### config.mk
export PLATFORM = sky130hd
export DESIGN_NAME = tbus_arbiter
export DESIGN_NICKNAME = d
export VERILOG_FILES = /design/src/rtl/tbus_arbiter_pkg.sv /design/src/rtl/tbus_rr_pick.sv /design/src/rtl/tbus_arbiter.sv
export SDC_FILE = /design/constraint.sdc
export NUM_CORES = 1
export LEC_CHECK = 0
export ABC_AREA = 0
export BUFFER_PORTS_ARGS = -buffer_cell sky130_fd_sc_hd__buf_2
export CORE_AREA = 2 2 257 259
export CTS_BUF_LIST = sky130_fd_sc_hd__clkbuf_4 sky130_fd_sc_hd__clkbuf_8
export DETAILED_ROUTE_END_ITERATION = 12
export DIE_AREA = 0 0 259 261
export PLACE_DENSITY_LB_ADDON = 0.15
export SYNTH_ARGS = -nofsm -noshare
export SYNTH_HDL_FRONTEND = slang
export SYNTH_SLANG_ARGS = --single-unit
### constraint.sdc
create_clock -name clock -period 1.3 [get_ports clock]
set_input_delay 0.13 -clock clock [delete_from_list [all_inputs] [get_ports clock]]
set_output_delay 0.13 -clock clock [all_outputs]
set_load 0.1 [all_outputs]
### src/rtl/tbus_arbiter_pkg.sv
// tbus arbiter shared types and encodings.
// Op-type codes and arbiter FSM state.
package tbus_arbiter_pkg;

  localparam int TBUS_OPTYPE_W = 2;

  localparam logic [TBUS_OPTYPE_W-1:0] TBUS_READ  = 2'd0;
  localparam logic [TBUS_OPTYPE_W-1:0] TBUS_WRITE = 2'd1;

  typedef enum logic [1:0] {
    ST_IDLE     = 2'd0,
    ST_BUSY_LSU = 2'd1,
    ST_BUSY_IFU = 2'd2,
    ST_DRAIN    = 2'd3
  } arb_state_e;

endpackage

### src/rtl/tbus_rr_pick.sv
// Two-request round-robin picker.
// prio=0 favours LSU on a tie, prio=1 favours IFU.
module tbus_rr_pick (
  input  logic req_lsu,
  input  logic req_ifu,
  input  logic prio,
  output logic gnt_lsu,
  output logic gnt_ifu
);

  // tie broken by prio, lone requester always wins
  always_comb begin
    gnt_lsu = req_lsu & (~req_ifu | ~prio);
    gnt_ifu = req_ifu & (~req_lsu | prio);
  end

endmodule

### src/rtl/tbus_arbiter.sv
// LSU/IFU to dcache tbus arbiter.
// Grant is locked until the slave reports done.
module tbus_arbiter
  import tbus_arbiter_pkg::*;
#(
  parameter int ADDR_W   = 64,
  parameter int DATA_W   = 64,
  parameter int OPTYPE_W = 2
) (
  input  logic                clock,
  input  logic                reset_n,
  input  logic                lsu2arb_tbus_index_valid,
  output logic                lsu2arb_tbus_index_ready,
  input  logic [ADDR_W-1:0]   lsu2arb_tbus_index,
  input  logic [DATA_W-1:0]   lsu2arb_tbus_write_data,
  input  logic [DATA_W-1:0]   lsu2arb_tbus_write_mask,
  input  logic [OPTYPE_W-1:0] lsu2arb_tbus_operation_type,
  output logic [DATA_W-1:0]   lsu2arb_tbus_read_data,
  output logic                lsu2arb_tbus_operation_done,
  input  logic                ifu2arb_tbus_index_valid,
  output logic                ifu2arb_tbus_index_ready,
  input  logic [ADDR_W-1:0]   ifu2arb_tbus_index,
  input  logic [OPTYPE_W-1:0] ifu2arb_tbus_operation_type,
  output logic [DATA_W-1:0]   ifu2arb_tbus_read_data,
  output logic                ifu2arb_tbus_operation_done,
  input  logic                memblock2dcache_flush,
  output logic                arb2dcache_tbus_index_valid,
  input  logic                arb2dcache_tbus_index_ready,
  output logic [ADDR_W-1:0]   arb2dcache_tbus_index,
  output logic [DATA_W-1:0]   arb2dcache_tbus_write_data,
  output logic [DATA_W-1:0]   arb2dcache_tbus_write_mask,
  output logic [OPTYPE_W-1:0] arb2dcache_tbus_operation_type,
  input  logic [DATA_W-1:0]   arb2dcache_tbus_read_data,
  input  logic                arb2dcache_tbus_operation_done
);

  arb_state_e state;
  logic       prio;
  logic       idle;
  logic       gnt_lsu;
  logic       gnt_ifu;
  logic       fire;

  assign idle = (state == ST_IDLE);

  tbus_rr_pick u_pick (
    .req_lsu (lsu2arb_tbus_index_valid & idle),
    .req_ifu (ifu2arb_tbus_index_valid & idle),
    .prio    (prio),
    .gnt_lsu (gnt_lsu),
    .gnt_ifu (gnt_ifu)
  );

  assign arb2dcache_tbus_index_valid = gnt_lsu | gnt_ifu;
  assign lsu2arb_tbus_index_ready = gnt_lsu & arb2dcache_tbus_index_ready;
  assign ifu2arb_tbus_index_ready = gnt_ifu & arb2dcache_tbus_index_ready;
  assign fire = arb2dcache_tbus_index_valid & arb2dcache_tbus_index_ready;

  // forward the winner's request; IFU never writes
  always_comb begin
    arb2dcache_tbus_index          = '0;
    arb2dcache_tbus_write_data     = '0;
    arb2dcache_tbus_write_mask     = '0;
    arb2dcache_tbus_operation_type = '0;
    if (gnt_lsu) begin
      arb2dcache_tbus_index          = lsu2arb_tbus_index;
      arb2dcache_tbus_write_data     = lsu2arb_tbus_write_data;
      arb2dcache_tbus_write_mask     = lsu2arb_tbus_write_mask;
      arb2dcache_tbus_operation_type = lsu2arb_tbus_operation_type;
    end else if (gnt_ifu) begin
      arb2dcache_tbus_index          = ifu2arb_tbus_index;
      arb2dcache_tbus_operation_type = ifu2arb_tbus_operation_type;
    end
  end

  // route done only to the owner; DRAIN swallows it
  always_comb begin
    lsu2arb_tbus_operation_done =
      (state == ST_BUSY_LSU) & arb2dcache_tbus_operation_done;
    ifu2arb_tbus_operation_done =
      (state == ST_BUSY_IFU) & arb2dcache_tbus_operation_done;
    lsu2arb_tbus_read_data = lsu2arb_tbus_operation_done ?
      arb2dcache_tbus_read_data : '0;
    ifu2arb_tbus_read_data = ifu2arb_tbus_operation_done ?
      arb2dcache_tbus_read_data : '0;
  end

  // grant lock, flush drain and round-robin pointer
  always_ff @(posedge clock or negedge reset_n) begin
    if (!reset_n) begin
      state <= ST_IDLE;
      prio  <= 1'b0;
    end else begin
      case (state)
        ST_IDLE: begin
          if (fire) begin
            prio <= gnt_lsu;
            if (gnt_lsu)
              state <= memblock2dcache_flush ? ST_DRAIN : ST_BUSY_LSU;
            else
              state <= ST_BUSY_IFU;
          end
        end
        ST_BUSY_LSU: begin
          if (arb2dcache_tbus_operation_done)
            state <= ST_IDLE;
          else if (memblock2dcache_flush)
            state <= ST_DRAIN;
        end
        ST_BUSY_IFU: begin
          if (arb2dcache_tbus_operation_done)
            state <= ST_IDLE;
        end
        ST_DRAIN: begin
          if (arb2dcache_tbus_operation_done)
            state <= ST_IDLE;
        end
        default: state <= ST_IDLE;
      endcase
    end
  end

endmodule
After elaboration in Yosys (flattened, before gate mapping)
Index checks and enable logic that the tools add are counted.
{"block": "word_totals", "elab_cells": 42, "out_inout_bits": 327, "in_bits": 331, "reg_bits": 3}
{"block": "op_classes", "bitwise_logic": 15, "n_reduce_logical": 4, "n_eq_ne": 6, "n_mux": 15}
{"cell": "$mux 64", "count": 6}
{"cell": "$mux 2", "count": 8}
{"cell": "$and 1x1->1", "count": 9}
{"cell": "$pmux 2 s3", "count": 1}
{"cell": "$eq 2x2->1 const B", "count": 2}
{"cell": "$ne 2x1->1 const B", "count": 2}
{"cell": "$ne 3x3->1 const B", "count": 1}
{"cell": "$not 1->1", "count": 3}
{"cell": "$or 1x1->1", "count": 3}
{"cell": "$reduce_and 3->1", "count": 1}
{"cell": "$eq 2x1->1 const B", "count": 1}
{"cell": "$logic_not 2->1", "count": 1}
{"cell": "$reduce_and 2->1", "count": 1}
{"cell": "$reduce_or 2->1", "count": 1}

Logic depth before layout (Yosys ltp)
{"block": "logic_depth", "depth_word": 9, "depth_mapped": 6, "depth_no_buf": 3}

Modules after synthesis
A second synthesis with hierarchy kept.
{"block": "unflattened", "cells_unflattened": 391, "area_unflattened_um2": 2683.8}
{"module": "tbus_arbiter", "area_each_um2": 2665.1, "seq_area_each_um2": 75.1, "n_inst": 1, "cells_per_inst": 388}
{"module": "tbus_rr_pick", "area_each_um2": 18.8, "seq_area_each_um2": 0.0, "n_inst": 1, "cells_per_inst": 3}

Worst setup path before layout
No wires, ideal clock.
{"block": "synth_path", "kind": "reg-to-output", "from": "register state[0]", "to": "output port ifu2arb_tbus_read_data[54]", "path_stages_with_launch": 4, "path_buffers": 1, "t_required_ns": 1.170, "setup_slack_ns": -1.339, "arrival_time_ns": 2.509, "cell_sequence": "dfrtp_1 -> nor3b_1 -> clkbuf_1 -> and2_1"}
{"block": "synth_via", "elab_chain_cells": 3}
{"item": "start: declaration", "line_no": "tbus_arbiter.sv:37", "text": "arb_state_e state;"}
{"item": "start signal: assignment", "line_no": "tbus_arbiter.sv:99", "text": "state <= memblock2dcache_flush ? ST_DRAIN : ST_BUSY_LSU;"}
{"item": "$eq 2x2->1", "line_no": "tbus_arbiter.sv:81", "text": "(state == ST_BUSY_IFU) & arb2dcache_tbus_operation_done;"}
{"item": "$and 1x1->1", "line_no": "tbus_arbiter.sv:81"}
{"item": "named net ifu2arb_tbus_operation_done", "line_no": "tbus_arbiter.sv:25", "text": "output logic ifu2arb_tbus_operation_done,"}
{"item": "$mux 64", "line_no": "tbus_arbiter.sv:84", "text": "ifu2arb_tbus_read_data = ifu2arb_tbus_operation_done ?"}
{"item": "end: declaration", "line_no": "tbus_arbiter.sv:24", "text": "output logic [DATA_W-1:0] ifu2arb_tbus_read_data,"}
The timed path passes the listed nets, and every way through them passes these cells.

Final worst setup path
{"block": "layout_path", "from": "register state[0]", "to": "output port arb2dcache_tbus_index[39]"}
{"block": "layout_via", "elab_chain_cells": 7, "elab_cells_between_ends": 11, "cone_classes": "mux: 2; bitwise: 8; reduce/logical: 1"}
{"item": "$logic_not 2->1 *", "line_no": "tbus_arbiter.sv:44", "text": "assign idle = (state == ST_IDLE);"}
{"item": "$and 1x1->1", "line_no": "tbus_arbiter.sv:47", "text": ".req_lsu (lsu2arb_tbus_index_valid & idle),"}
{"item": "$not 1->1", "line_no": "tbus_rr_pick.sv:14", "text": "gnt_ifu = req_ifu & (~req_lsu | prio);"}
{"item": "$or 1x1->1", "line_no": "tbus_rr_pick.sv:14"}
{"item": "$and 1x1->1", "line_no": "tbus_rr_pick.sv:14"}
{"item": "$mux 64", "line_no": "tbus_arbiter.sv:70", "text": "end else if (gnt_ifu) begin"}
{"item": "$mux 64 *", "line_no": "tbus_arbiter.sv:65", "text": "if (gnt_lsu) begin"}
{"item": "end: declaration", "line_no": "tbus_arbiter.sv:29", "text": "output logic [ADDR_W-1:0] arb2dcache_tbus_index,"}
Every way passes the cells marked *; elsewhere a longest branch is shown, timed or not.

==> results by group <==
Setup path
  • Reg2Reg Launch Point: prio
  • CP endpoint kind: primary output
  • Worst Path Arrival: 1.79 ns
  • Startpoint type of the worst setup path: flop
  • Data required, critical path: 1.17 ns
  • Beginning of the critical path: state[0]
  • Peak fanout along the critical path: 25
  • Worst Path Class, Setup: reg -> out

Floorplan
  • Io pins: 658
  • Standard-cell row count: 94
  • Placeable core area: 65040 um2
  • Overall die area: 67600 um2
  • Die X-Extent: 259 um
  • Initial core utilization: 4.003%
  • Height of the die: 261 um

STA
  • Final setup violation count: 328
  • Final critical path time including I/O delays and setup: 1.918 ns
  • Max Clock Skew: 0.001045 ns
  • RSZ-0062 raised after global routing: yes
  • Worst Tran Pin Value: 0.1833 ns
  • Fmax: 521.5 MHz
  • Post-layout worst setup margin: -0.6177 ns
  • Period utilization: 147.5%
  • Slew headroom: 87.77%
  • Fin. max-slew vios: 0
  • Hold Fails Final Rpt: 0

Global routing
  • Total Routing Usage GR: 8.466%
  • Pin count of the biggest net entering global routing: 39
  • Initial antenna violation count: 0
  • Residual overflow from global routing: 0
  • Vias in the first global route: 5970
  • Global-route wire length before repair: 42.81 mm

Power
  • Total leakage power: 6.478 nW
  • Power density over the cells: 1656 nW/um2
  • Worst voltage drop across the vdd grid: 1.145 mV

Synth
  • Sequential fraction of the synthesis area: 2.883%
  • Cell types occupying the most area after synthesis: sky130_fd_sc_hd__and2_1 (62%), sky130_fd_sc_hd__a22o_1 (23%), sky130_fd_sc_hd__dfrtp_1 (2.9%)
  • Fraction of post-synthesis cell area in the top cell type by area: 61.99%
  • Netlist area before placement: 2604 um2
  • Post-Syn Nets: 719
  • Number of synthesis warnings: 0
  • Mean instance size in the synthesized netlist: 6.711 um2
  • Seq cells post-synth: 3
  • Number of instances in the synthesized netlist: 388
  • Cell type with the highest aggregate area in the netlist: sky130_fd_sc_hd__and2_1
  • Post-synth cell types: 20

Finish
  • Final Net Count: 1424
  • Final Non-Filler Cells: 1956
  • Leading cell type in the layout, fill and taps excluded: sky130_fd_sc_hd__buf_12
  • Top library cells by usage in the layout, fill and taps aside: sky130_fd_sc_hd__buf_12 (346), sky130_fd_sc_hd__buf_2 (330), sky130_fd_sc_hd__and2_4 (230), sky130_fd_sc_hd__a22o_4 (61), sky130_fd_sc_hd__buf_4 (32)
  • Ant diodes: 0
  • Fraction of layout instances using a drive strength above 1: 98.72%
  • Share of the core filled with cells in the final layout: 21.77%
  • P&R area growth vs syn: 443.9%

Drt
  • Total number of vias: 5569
  • Routed len/inst: 16.51 um
  • Post-Route WL: 32.30 mm
  • Number of DRC violations after detailed routing: 0
  • Iteration count of the initial detailed-routing pass: 4
  • Detail Route Antenna Nets: 0
  • Initial detailed-routing violation count: 106
  • Mean number of vias per cell: 2.847

Clocking
  • Sinks on Clock Net: 3
  • Clock slew at the register clock pins of the worst setup and hold paths: 0.03 ns
  • Number of buffers between clock root and the deepest sink: 2
  • Clock tree from TritonCTS: yes
  • Clock latency on the worst-skew pair: 0.21 ns
  • Maximum level of the CTS H-tree: 1
  • Number of buffers created by CTS: 3
  • Clk root buf: sky130_fd_sc_hd__clkbuf_8

Placed design
  • Total instance count after detailed placement: 1922
  • Quantity of I/O buffers inserted on ports: 657
  • Final weighted congestion of routability-driven global placement: 0.8684
  • Post-DP HPWL: 28.09 mm

Min path
  • Hold wc startpoint: arb2dcache_tbus_operation_done
  • Type of the most critical hold path: in -> reg

Run status
  • Failing checks: negative setup slack
  • Result of the run: complete, but fails checks

Job
  • Max-cap check violation count: 0
-- worst max-delay path: stages, from the launching register on --
cell	delay [ns]
sky130_fd_sc_hd__dfrtp_1	0.39
sky130_fd_sc_hd__nor2_2	0.15
sky130_fd_sc_hd__and3_4	0.27
sky130_fd_sc_hd__buf_12	0.18
sky130_fd_sc_hd__buf_16	0.19
sky130_fd_sc_hd__a22o_2	0.19
sky130_fd_sc_hd__buf_12	0.17
-- sequential cells by signal, summed over array words and instances, names as in the netlist --
name / count
state: 2
prio: 1
-- layer usage --
metal | share of wire [%] | vias to the layer above | global-route usage [%]
li1 | - | 2686 | -
met1 | 36 | 2558 | 9.148
met2 | 57 | 319 | 17.53
met3 | 6.7 | 6 | 1.578
met4 | 0.41 | 0 | 0.3854
met5 | 0 | - | 0
-- logic make-up after synthesis --
group                  share of synthesized area, %
buffers and inverters                         9.226
flip-flops                                    2.883
AO/OA/AOI/OAI                                 23.59
AND/OR/NAND/NOR                               64.30
-- synthesized netlist by cell type --
library cell / n
sky130_fd_sc_hd__buf_4: 3
sky130_fd_sc_hd__a22o_1: 67
sky130_fd_sc_hd__o22a_1: 1
sky130_fd_sc_hd__nor2_2: 1
sky130_fd_sc_hd__clkbuf_1: 13
sky130_fd_sc_hd__inv_1: 1
sky130_fd_sc_hd__dfrtp_1: 3
sky130_fd_sc_hd__nor3b_1: 1
sky130_fd_sc_hd__o22ai_1: 1
sky130_fd_sc_hd__nor2_1: 1
sky130_fd_sc_hd__buf_2: 13
sky130_fd_sc_hd__nand2b_1: 1
sky130_fd_sc_hd__and3_1: 3
sky130_fd_sc_hd__nand2_1: 3
sky130_fd_sc_hd__a21oi_1: 1
sky130_fd_sc_hd__a22oi_1: 1
sky130_fd_sc_hd__or2_2: 1
sky130_fd_sc_hd__clkbuf_2: 11
sky130_fd_sc_hd__and2_1: 258
sky130_fd_sc_hd__buf_6: 4
-- path summary, 6_finish.rpt --
path                                             end  slack, ns  cells after the start
min                                         state[1]       0.14                      2
max                        arb2dcache_tbus_index[39]      -0.62                      6
min in group asynchronous                   state[1]       0.27                      2
min reg2reg                                     prio       0.53                      1
max reg2reg                                 state[0]      -0.08                      6
max in group asynchronous                   state[0]       0.92                      2
-- metrics by stage --
| stage | cell area (um2) | TNS, ns | hold slack [ns] | power (mW) | worst slack [ns] |
|---|---|---|---|---|---|
| 2_1_floorplan | 3732 | -77.90 | -0.1656 | 13.61 | -0.3752 |
| 3_3_place_gp | 13290 | -101.62 | -0.06918 | 22.04 | -0.4185 |
| 3_5_place_dp | 13290 | -99.52 | -0.06363 | 22.02 | -0.4074 |
| 4_1_cts | 13640 | -176.75 | 0.1371 | 22.86 | -0.6307 |
| 5_1_grt | 14160 | -193.98 | 0.1438 | 24.10 | -0.6784 |
| 6_report | 14160 | -173.87 | 0.1411 | 23.46 | -0.6177 |
-- cell type report --
type | instances | area (um2)
inverters | 1 | 3.754
clock buffers | 4 | 48.80
well taps | 864 | 1081
flip-flops and latches | 3 | 75.07
repair buffers | 744 | 9474
fillers | 7005 | 50880
multi-input cells | 340 | 3478
-- power by group --
group | internal (mW) | leakage [nW] | switching (mW)
sequential | 0.127 | 0.0369 | 0.0257
clock | 0.230 | 0.0262 | 0.0588
combinational | 9.07 | 6.41 | 13.9
-- timing repair --
item / in CTS / in global routing
hold buffers: 1 / 0
cloned: 3 / 11
pin swaps: 3 / 9
buffers inserted: 8 / 10
endpoints found under the setup margin: 327 / 327
endpoints found under the hold margin: 3 / 0
gates resized for setup: 33 / 90
No activity file was read; power rests on OpenSTA's default activity.
